`config.mk`:
```
export PLATFORM = sky130hd
export DESIGN_NAME = id_ex_alu_issue
export DESIGN_NICKNAME = d
export VERILOG_FILES = /design/src/rtl/id_ex_alu_issue_pkg.sv /design/src/rtl/id_ex_alu_issue_alu_op_decode.sv /design/src/rtl/id_ex_alu_issue.sv
export SDC_FILE = /design/constraint.sdc
export NUM_CORES = 1
export LEC_CHECK = 0
export CAP_MARGIN = 20
export CORE_MARGIN = 2
export CORE_UTILIZATION = 45
export DETAILED_ROUTE_END_ITERATION = 16
export MAX_ROUTING_LAYER = met4
export PLACE_DENSITY_LB_ADDON = 0.15
export SLEW_MARGIN = 20
export SYNTH_ARGS = -nofsm -noshare
export SYNTH_HDL_FRONTEND = slang
export SYNTH_SLANG_ARGS = --single-unit
```
`constraint.sdc`:
```
create_clock -name i_clk -period 4.1 [get_ports i_clk]
set_input_delay 1.025 -clock i_clk [delete_from_list [all_inputs] [get_ports i_clk]]
set_output_delay 1.025 -clock i_clk [all_outputs]
set_load 0.1 [all_outputs]
```
`src/rtl/id_ex_alu_issue_pkg.sv`:
```
// Shared encodings for the ID/EX ALU issue stage and its decoder.
// Holds the ALU operation codes driven to the execute ALU, the main ALUOp
// codes produced by the control unit, the R-type funct values recognised
// by the decoder, and the forwarding select codes used on both operand paths.
package id_ex_alu_issue_pkg;

  // ALU operation codes seen by the execute-stage ALU.
  localparam logic [2:0] ALU_ADD = 3'b000;
  localparam logic [2:0] ALU_SUB = 3'b001;
  localparam logic [2:0] ALU_AND = 3'b010;
  localparam logic [2:0] ALU_OR  = 3'b011;
  localparam logic [2:0] ALU_SLT = 3'b101;

  // Main ALUOp from the control unit.
  typedef enum logic [1:0] {
    MAIN_ADD   = 2'b00,  // lw/sw address add
    MAIN_SUB   = 2'b01,  // beq compare
    MAIN_RTYPE = 2'b10,  // decode from funct
    MAIN_ILL   = 2'b11   // never produced by legal control
  } main_op_e;

  // R-type funct field values.
  localparam logic [5:0] FUNCT_ADD = 6'h20;
  localparam logic [5:0] FUNCT_SUB = 6'h22;
  localparam logic [5:0] FUNCT_AND = 6'h24;
  localparam logic [5:0] FUNCT_OR  = 6'h25;
  localparam logic [5:0] FUNCT_SLT = 6'h2A;

  // Forwarding selects; the unused code 2'b11 falls back to the register path.
  typedef enum logic [1:0] {
    FWD_REG = 2'b00,
    FWD_WB  = 2'b01,
    FWD_MEM = 2'b10,
    FWD_RSV = 2'b11
  } fwd_sel_e;

  // Decoder result bundle.
  typedef struct packed {
    logic [2:0] alu_op;
    logic       illegal;
  } alu_dec_t;

endpackage

```
`src/rtl/id_ex_alu_issue_alu_op_decode.sv`:
```
// Combinational ALU control decoder.
// Maps the main ALUOp plus the R-type funct field to the 3-bit ALU operation
// and an illegal flag. Undecodable combinations yield ALU_ADD with illegal=1.
// The flag is not qualified by instruction validity here, so the hazard unit
// can reuse this block; the issue stage applies its own valid gating.
// Ports:
//   main_op  in  2   main ALUOp from control
//   funct    in  6   instruction funct field
//   alu_op   out 3   ALU operation code
//   illegal  out 1   op/funct combination not recognised
module alu_op_decode
  import id_ex_alu_issue_pkg::*;
(
  input  logic [1:0] main_op,
  input  logic [5:0] funct,
  output logic [2:0] alu_op,
  output logic       illegal
);

  alu_dec_t dec;

  always_comb begin
    dec.alu_op  = ALU_ADD;
    dec.illegal = 1'b0;
    case (main_op_e'(main_op))
      MAIN_ADD: dec.alu_op = ALU_ADD;
      MAIN_SUB: dec.alu_op = ALU_SUB;
      MAIN_RTYPE: begin
        case (funct)
          FUNCT_ADD: dec.alu_op = ALU_ADD;
          FUNCT_SUB: dec.alu_op = ALU_SUB;
          FUNCT_AND: dec.alu_op = ALU_AND;
          FUNCT_OR:  dec.alu_op = ALU_OR;
          FUNCT_SLT: dec.alu_op = ALU_SLT;
          default:   dec.illegal = 1'b1;
        endcase
      end
      default: dec.illegal = 1'b1;
    endcase
  end

  assign alu_op  = dec.alu_op;
  assign illegal = dec.illegal;

endmodule

```
`src/rtl/id_ex_alu_issue.sv`:
```
// ID/EX pipeline register and ALU operand issue stage.
// Captures decoded instruction fields at the end of ID, registers the ALU
// operation decoded from main ALUOp/funct, and drives the execute ALU's
// operands through EX/MEM and MEM/WB forwarding muxes. Supports stall (hold),
// flush (insert bubble) and a saturating count of bubble cycles.
// Ports:
//   i_clk, i_rst           clock, synchronous active-high reset
//   i_valid                ID holds a real instruction
//   i_stall, i_flush       hold contents / replace with bubble (flush wins)
//   i_alu_op_main, i_funct main ALUOp and funct to decode
//   i_rd1, i_rd2, i_imm    register read data and sign-extended immediate
//   i_alu_src              1: operand B is the immediate
//   i_fwd_a, i_fwd_b       EX-cycle forwarding selects (00/11 reg, 01 WB, 10 MEM)
//   i_ex_mem_result        EX/MEM forwarded value
//   i_mem_wb_result        MEM/WB forwarded value
//   o_valid, o_alu_op      registered valid and ALU operation
//   o_op_a, o_op_b         ALU operands
//   o_wr_data              forwarded rt for stores
//   o_illegal              registered instruction was undecodable
//   o_bubble_cnt           saturating count of cycles with o_valid=0
module id_ex_alu_issue
  import id_ex_alu_issue_pkg::*;
#(
  parameter int unsigned DATA_W = 32,
  parameter int unsigned CNT_W  = 16
) (
  input  logic              i_clk,
  input  logic              i_rst,
  input  logic              i_valid,
  input  logic              i_stall,
  input  logic              i_flush,
  input  logic [1:0]        i_alu_op_main,
  input  logic [5:0]        i_funct,
  input  logic [DATA_W-1:0] i_rd1,
  input  logic [DATA_W-1:0] i_rd2,
  input  logic [DATA_W-1:0] i_imm,
  input  logic              i_alu_src,
  input  logic [1:0]        i_fwd_a,
  input  logic [1:0]        i_fwd_b,
  input  logic [DATA_W-1:0] i_ex_mem_result,
  input  logic [DATA_W-1:0] i_mem_wb_result,
  output logic              o_valid,
  output logic [2:0]        o_alu_op,
  output logic [DATA_W-1:0] o_op_a,
  output logic [DATA_W-1:0] o_op_b,
  output logic [DATA_W-1:0] o_wr_data,
  output logic              o_illegal,
  output logic [CNT_W-1:0]  o_bubble_cnt
);

  logic              valid_q;
  logic [2:0]        alu_op_q;
  logic              illegal_q;
  logic [DATA_W-1:0] rd1_q;
  logic [DATA_W-1:0] rd2_q;
  logic [DATA_W-1:0] imm_q;
  logic              alu_src_q;
  logic [CNT_W-1:0]  bubble_cnt_q;

  logic [2:0]        dec_alu_op;
  logic              dec_illegal;
  logic              valid_next;
  logic [DATA_W-1:0] a_sel;
  logic [DATA_W-1:0] b_fwd;

  alu_op_decode u_decode (
    .main_op (i_alu_op_main),
    .funct   (i_funct),
    .alu_op  (dec_alu_op),
    .illegal (dec_illegal)
  );

  always_ff @(posedge i_clk) begin
    if (i_rst) begin
      valid_q   <= 1'b0;
      alu_op_q  <= ALU_ADD;
      illegal_q <= 1'b0;
      rd1_q     <= '0;
      rd2_q     <= '0;
      imm_q     <= '0;
      alu_src_q <= 1'b0;
    end else if (i_flush) begin
      valid_q   <= 1'b0;
      alu_op_q  <= ALU_ADD;
      illegal_q <= 1'b0;
      rd1_q     <= '0;
      rd2_q     <= '0;
      imm_q     <= '0;
      alu_src_q <= 1'b0;
    end else if (!i_stall) begin
      // A non-valid slot still captures operands but carries bubble control.
      valid_q   <= i_valid;
      alu_op_q  <= i_valid ? dec_alu_op : ALU_ADD;
      illegal_q <= i_valid & dec_illegal;
      rd1_q     <= i_rd1;
      rd2_q     <= i_rd2;
      imm_q     <= i_imm;
      alu_src_q <= i_alu_src;
    end
  end

  // Valid as it will be after this edge (reset handled separately below).
  always_comb begin
    valid_next = i_valid;
    if (i_flush)      valid_next = 1'b0;
    else if (i_stall) valid_next = valid_q;
  end

  always_ff @(posedge i_clk) begin
    if (i_rst) begin
      bubble_cnt_q <= '0;
    end else if (!valid_next && (bubble_cnt_q != '1)) begin
      bubble_cnt_q <= bubble_cnt_q + CNT_W'(1);
    end
  end

  always_comb begin
    a_sel = rd1_q;
    case (fwd_sel_e'(i_fwd_a))
      FWD_WB:  a_sel = i_mem_wb_result;
      FWD_MEM: a_sel = i_ex_mem_result;
      default: a_sel = rd1_q;
    endcase
  end

  always_comb begin
    b_fwd = rd2_q;
    case (fwd_sel_e'(i_fwd_b))
      FWD_WB:  b_fwd = i_mem_wb_result;
      FWD_MEM: b_fwd = i_ex_mem_result;
      default: b_fwd = rd2_q;
    endcase
  end

  assign o_valid      = valid_q;
  assign o_alu_op     = alu_op_q;
  assign o_illegal    = illegal_q;
  assign o_op_a       = a_sel;
  assign o_wr_data    = b_fwd;
  // The immediate bypasses forwarding entirely.
  assign o_op_b       = alu_src_q ? imm_q : b_fwd;
  assign o_bubble_cnt = bubble_cnt_q;

endmodule

```
# [Word-level counts from Yosys, hierarchy flattened]
# Cells that the tools add are included.
[word_totals] regBits=118 out_inout_bits=117 elab_cells=38
[classes] addsub=1 eq_ne=12 n_mux=10 bitwise_logic=1 n_reduce_logical=6
[op_table] operator="$pmux W32 S2" n=2
[op_table] operator="$mux W32" n=1
[op_table] operator="$eq A6 B6 Y1 const B" n=5
[op_table] operator="$add A16 B1 Y16 const B" n=1
[op_table] operator="$ne A16 B16 Y1 const B" n=1
[op_table] operator="$pmux W3 S4" n=1
[op_table] operator="$eq A2 B1 Y1 const B" n=3
[op_table] operator="$eq A2 B2 Y1 const B" n=3
[op_table] operator="$pmux W3 S2" n=1
[op_table] operator="$reduce_or A5 Y1" n=1
[op_table] operator="$reduce_or A2 Y1" n=2
[op_table] operator="$mux W1" n=3
[op_table] operator="$mux W3" n=1
[op_table] operator="$logic_not A2 Y1" n=1
[op_table] operator="$pmux W1 S2" n=1
[op_table] operator="$and A1 B1 Y1" n=1
[op_table] operator="$logic_and A1 B1 Y1" n=1
[op_table] operator="$logic_not A1 Y1" n=1

# [Depth between registers and ports, before layout]
[depth] depth_word=5 ltp_mapped=7 mapped_depth_nobuf=6

# [Modules after synthesis]
# From an unflattened synthesis, not the netlist that was laid out.
[unflattened] hier_cells=714 hier_area_um2=6173.4
[modules_own_cells] module="id_ex_alu_issue" instances=1 cells_per_inst=696 area_each_um2=6037.0 seq_area_each_um2=2362.3
[modules_own_cells] module="alu_op_decode" instances=1 cells_per_inst=18 area_each_um2=136.4 seq_area_each_um2=0.0

# [Worst setup path before layout]
# OpenSTA, ideal clock, no wires.
[synth_path] path_type="input -> output" startpoint="input port i_fwd_b[0]" endpoint="output port o_op_b[12]" arrival_time_ns=4.702 required_ns=3.075 setup_slack_ns=-1.627 stages=6 cell_sequence="inv_1 -> ha_1 -> clkbuf_1 -> clkbuf_1 -> o21ai_0 -> mux2_2"
[synth_between] elab_chain_len=3
[synth_rtl] element="start, declared" line="id_ex_alu_issue.sv:39" text="input logic [1:0] i_fwd_b,"
[synth_rtl] element="$eq A2 B2 Y1 / $eq A2 B1 Y1 (equally long branches)" line="id_ex_alu_issue.sv:128" text="case (fwd_sel_e'(i_fwd_b))"
[synth_rtl] element="$pmux W32 S2 (*)" line="id_ex_alu_issue.sv:128"
[synth_rtl] element="net o_wr_data[12]" line="id_ex_alu_issue.sv:46" text="output logic [DATA_W-1:0] o_wr_data,"
[synth_rtl] element="$mux W32 (*)" line="id_ex_alu_issue.sv:141" text="assign o_op_b = alu_src_q ? imm_q : b_fwd;"
[synth_rtl] element="end, declared" line="id_ex_alu_issue.sv:45" text="output logic [DATA_W-1:0] o_op_b,"
# Mark *: on every way through the listed nets, which the timed path passes. The rest lies on a longest branch.

# [Worst setup path in the final report]
[layout_path] startpoint="input port i_fwd_b[1]" endpoint="output port o_op_b[24]"
[layout_between] elab_chain_len=3
[layout_rtl] element="$eq A2 B2 Y1 / $eq A2 B1 Y1 (equally long branches)" line="id_ex_alu_issue.sv:128"
[layout_rtl] element="$pmux W32 S2 (*)" line="id_ex_alu_issue.sv:128"
[layout_rtl] element="$mux W32 (*)" line="id_ex_alu_issue.sv:141"
# Mark *: on every way between the ends. The rest lies on a longest branch, timed or not.

==> summary.txt <==
status -> finished, final reports clean
Tcrit/Tclk final -> 0.991
number of core rows -> 42
post-route DRC violation count -> 0
Clock Skew -> 0.00333 ns
Crit path required time -> 3.07 ns
diode count -> 0
post-CTS sizing -> 0
Switching Share -> 0.358
classification of the worst setup path -> input pin to output pin
flops & latches, synth -> 118
Final setup viols -> 0
Mapped Area -> 6140 sq um
number of global-route vias before repair -> 7042
clock root cell -> clkbuf_16
slew margin rel. -> 0.336
number of I/O pins -> 295
Multi-input gate area -> 4000 sq um
HP Class -> flip-flop to flip-flop
first-pass GRT wire length -> 39300 um
sequential area share after synthesis -> 0.385
DRT Pass-1 Iters -> 5
Area Growth Syn to Fin -> 84.4%
Routed WL -> 26200 um
largest net degree at the start of global routing -> 82
peak supply drop -> 0.000297 V
Post-Syn Instances -> 712
syn_nets -> 898
RD Place Congestion -> 0.924
mean post-synth cell area -> 8.62 sq um
Port Buffers -> 294
hold_buf cts -> 0
max cap viols -> 0
die span in x -> 121 um
layout cells sized above 1 -> 0.225
max-slew violation count -> 0
P_leak -> 4.45 nW
DP Wirelength -> 19900 um
Worst Tran Pin Value -> 0.993 ns
Ys Warns -> 0
Inst Count DP -> 1145
Die H -> 121 um
NumNets Final -> 1174
TritonCTS clock tree -> yes
routed via count -> 6780
Reg clk slew, reported paths -> 0.05 ns
Sw Pwr -> 1.52 mW
ANT nets after route -> 0
via/cell ratio -> 5.77
Core Area -> 13300 sq um
PwrDens -> 375 nW/um^2
Logic pwr share -> 0.367
CP startpoint kind -> input pin
initial drt markers -> 603
Synth cell types -> 41
RSZ-0062 raised after global routing -> yes
effective utilization at floorplan -> 0.462
Clock Tree Buf Depth -> 2
final non-filler cell total -> 1176
register area -> 2360 sq um
initial antenna violation count -> 0
DP Worst Slack -> 0.0649 ns
post-route worst setup slack -> 0.0377 ns
Int Pwr -> 2.73 mW
CP Max Fanout -> 17
TritonCTS Buffers -> 17
CP Data Arrival Time -> 3.04 ns
H-tree depth -> 4
Seq pwr share -> 0.284
Worst-Skew Late Latency -> 0.43 ns
Global Route Usage Sum -> 0.366
detailed-route wire length per cell -> 22.3 um
CTS sink count -> 118
Die ar. -> 14600 sq um
fin crit period -> 4.06 ns
Worst setup EP type -> output pin
Clk network pwr share -> 0.349
gr ovfl total -> 0
FILL cells -> 713
setup bufs post-CTS -> 0
Hold Fails Final Rpt -> 0
Achievable Freq -> 246 MHz
-- layer usage --
layer,global-route usage,up-vias,wire [um]
met5,-,-,0
met4,0.116,0,576
met3,0.114,39,2540
met2,0.588,348,12700
met1,0.440,3286,10400
li1,-,3107,-
-- metrics by stage --
step	setup TNS, ns	area (sq um)	total power [mW]	hold slack, ns	util
2_1_floorplan	-23.62	6610	2.13	0.458	-
3_3_place_gp	0	10700	2.76	0.450	0.806
4_1_cts	0	11300	4.25	0.471	0.851
3_5_place_dp	0	10700	2.78	0.467	0.806
5_1_grt	-0.105	11300	4.34	0.491	0.852
6_report	0	11300	4.25	0.465	0.852
-- cell usage in the layout, fill, tap and decap left out, drive strengths merged, types with 3 or more instances in the layout --
cell type,Yosys,final
nor4,3,3
clkinvlp,0,3
mux2i,98,98
o31ai,8,8
nand2,71,71
nand3b,3,3
buf,9,117
clkinv,0,3
inv,7,7
a21oi,16,16
mux2,36,36
nor2,107,107
dfxtp,118,118
clkbuf,48,24
o21ai,71,71
nor2b,6,6
or4,7,7
a22oi,64,64
or3,4,4
nand3,4,4
clkdlybuf4s50,0,197
ha,8,8
nand4,6,6
-- area by class of cell --
type / instances / share of cell area
clock inverter: 7 / 0.00597
timing repair buffer: 314 / 0.364
sequential: 118 / 0.209
multi-input combinational: 530 / 0.353
tap: 176 / 0.0194
clock buffer: 24 / 0.0461
inverter: 7 / 0.00232
-- registers in the layout, summed over array words and instances (netlist names) --
signal        cells
o_valid           1
rd2_q            32
o_bubble_cnt     16
alu_src_q         1
rd1_q            32
o_illegal         1
imm_q            32
o_alu_op          3
-- kinds of logic (layout without fill, tap and decap cells) --
| family | after synthesis | count (layout) | share of synthesized area |
|---|---|---|---|
| mux | 134 | 134 | 0.228 |
| flops | 118 | 118 | 0.385 |
| buf+inv | 64 | 352 | 0.0428 |
| fa+ha+maj | 8 | 8 | 0.0163 |
| simple gates | 222 | 222 | 0.160 |
| compound gates | 166 | 166 | 0.169 |
-- power by group through the flow --
stage	Combinational [mW]	Clock, mW	Sequential [mW]
after CTS	1.56	1.49	1.21
after detailed placement	1.55	0	1.23
after global routing	1.60	1.53	1.21
final	1.56	1.48	1.21
after global placement	1.53	0	1.23
after floorplan	0.882	0	1.25
-- path summary, 6_finish.rpt --
| path | from | to | slack [ns] | cells past startpoint |
|---|---|---|---|---|
| min reg2reg | o_illegal | o_illegal | 0.46 | 2 |
| max reg2reg | o_bubble_cnt[2] | o_bubble_cnt[15] | 2.13 | 4 |
| max | i_fwd_b[1] | o_op_b[24] | 0.04 | 8 |
| min | o_illegal | o_illegal | 0.46 | 2 |
-- cells in the mapped netlist --
cell type  count  area [sq um]
a31oi_1        1          6.26
o21ai_1        1          5.00
a211oi_1       2          15.0
o31ai_1        8          60.1
inv_1          7          26.3
and4_1         1          8.76
a21oi_1       16          80.1
nor3_1         1          5.00
or4_1          7          52.6
ha_1           8           100
o2111ai_1      1          8.76
a22oi_1       64           480
nor2b_1        6          37.5
nor4_2         1          12.5
nand4bb_1      1          11.3
o21ai_0       70           350
mux2_2        36           405
or2_2          1          6.26
dfxtp_1      118          2360
nor4_1         2          12.5
and2_1         1          6.26
nand3_1        3          15.0
or3_1          4          25.0
mux2i_1       97           971
and3_1         1          6.26
clkbuf_1      48           180
nor4b_1        2          17.5
buf_1          1          3.75
or4bb_1        1          11.3
buf_6          2          22.5
buf_2          6          30.0
or3b_2         1          8.76
nand3b_1       3          22.5
a2111oi_0      2          17.5
nand2_1       71           267
o211ai_2       1          12.5
mux2i_4        1          22.5
nand3_2        1          10.0
nor2_1       107           402
nand4_1        6          37.5
or2_1          1          6.26
-- critical path, cell delays in order --
cell and delay, ns:
clkdlybuf4s50_1 0.52, inv_1 0.06, ha_1 0.25, buf_4 0.24, a22oi_1 0.34, o21ai_4 0.13, mux2_4 0.30, buf_12 0.17
Power figures use the tool's default switching activity.
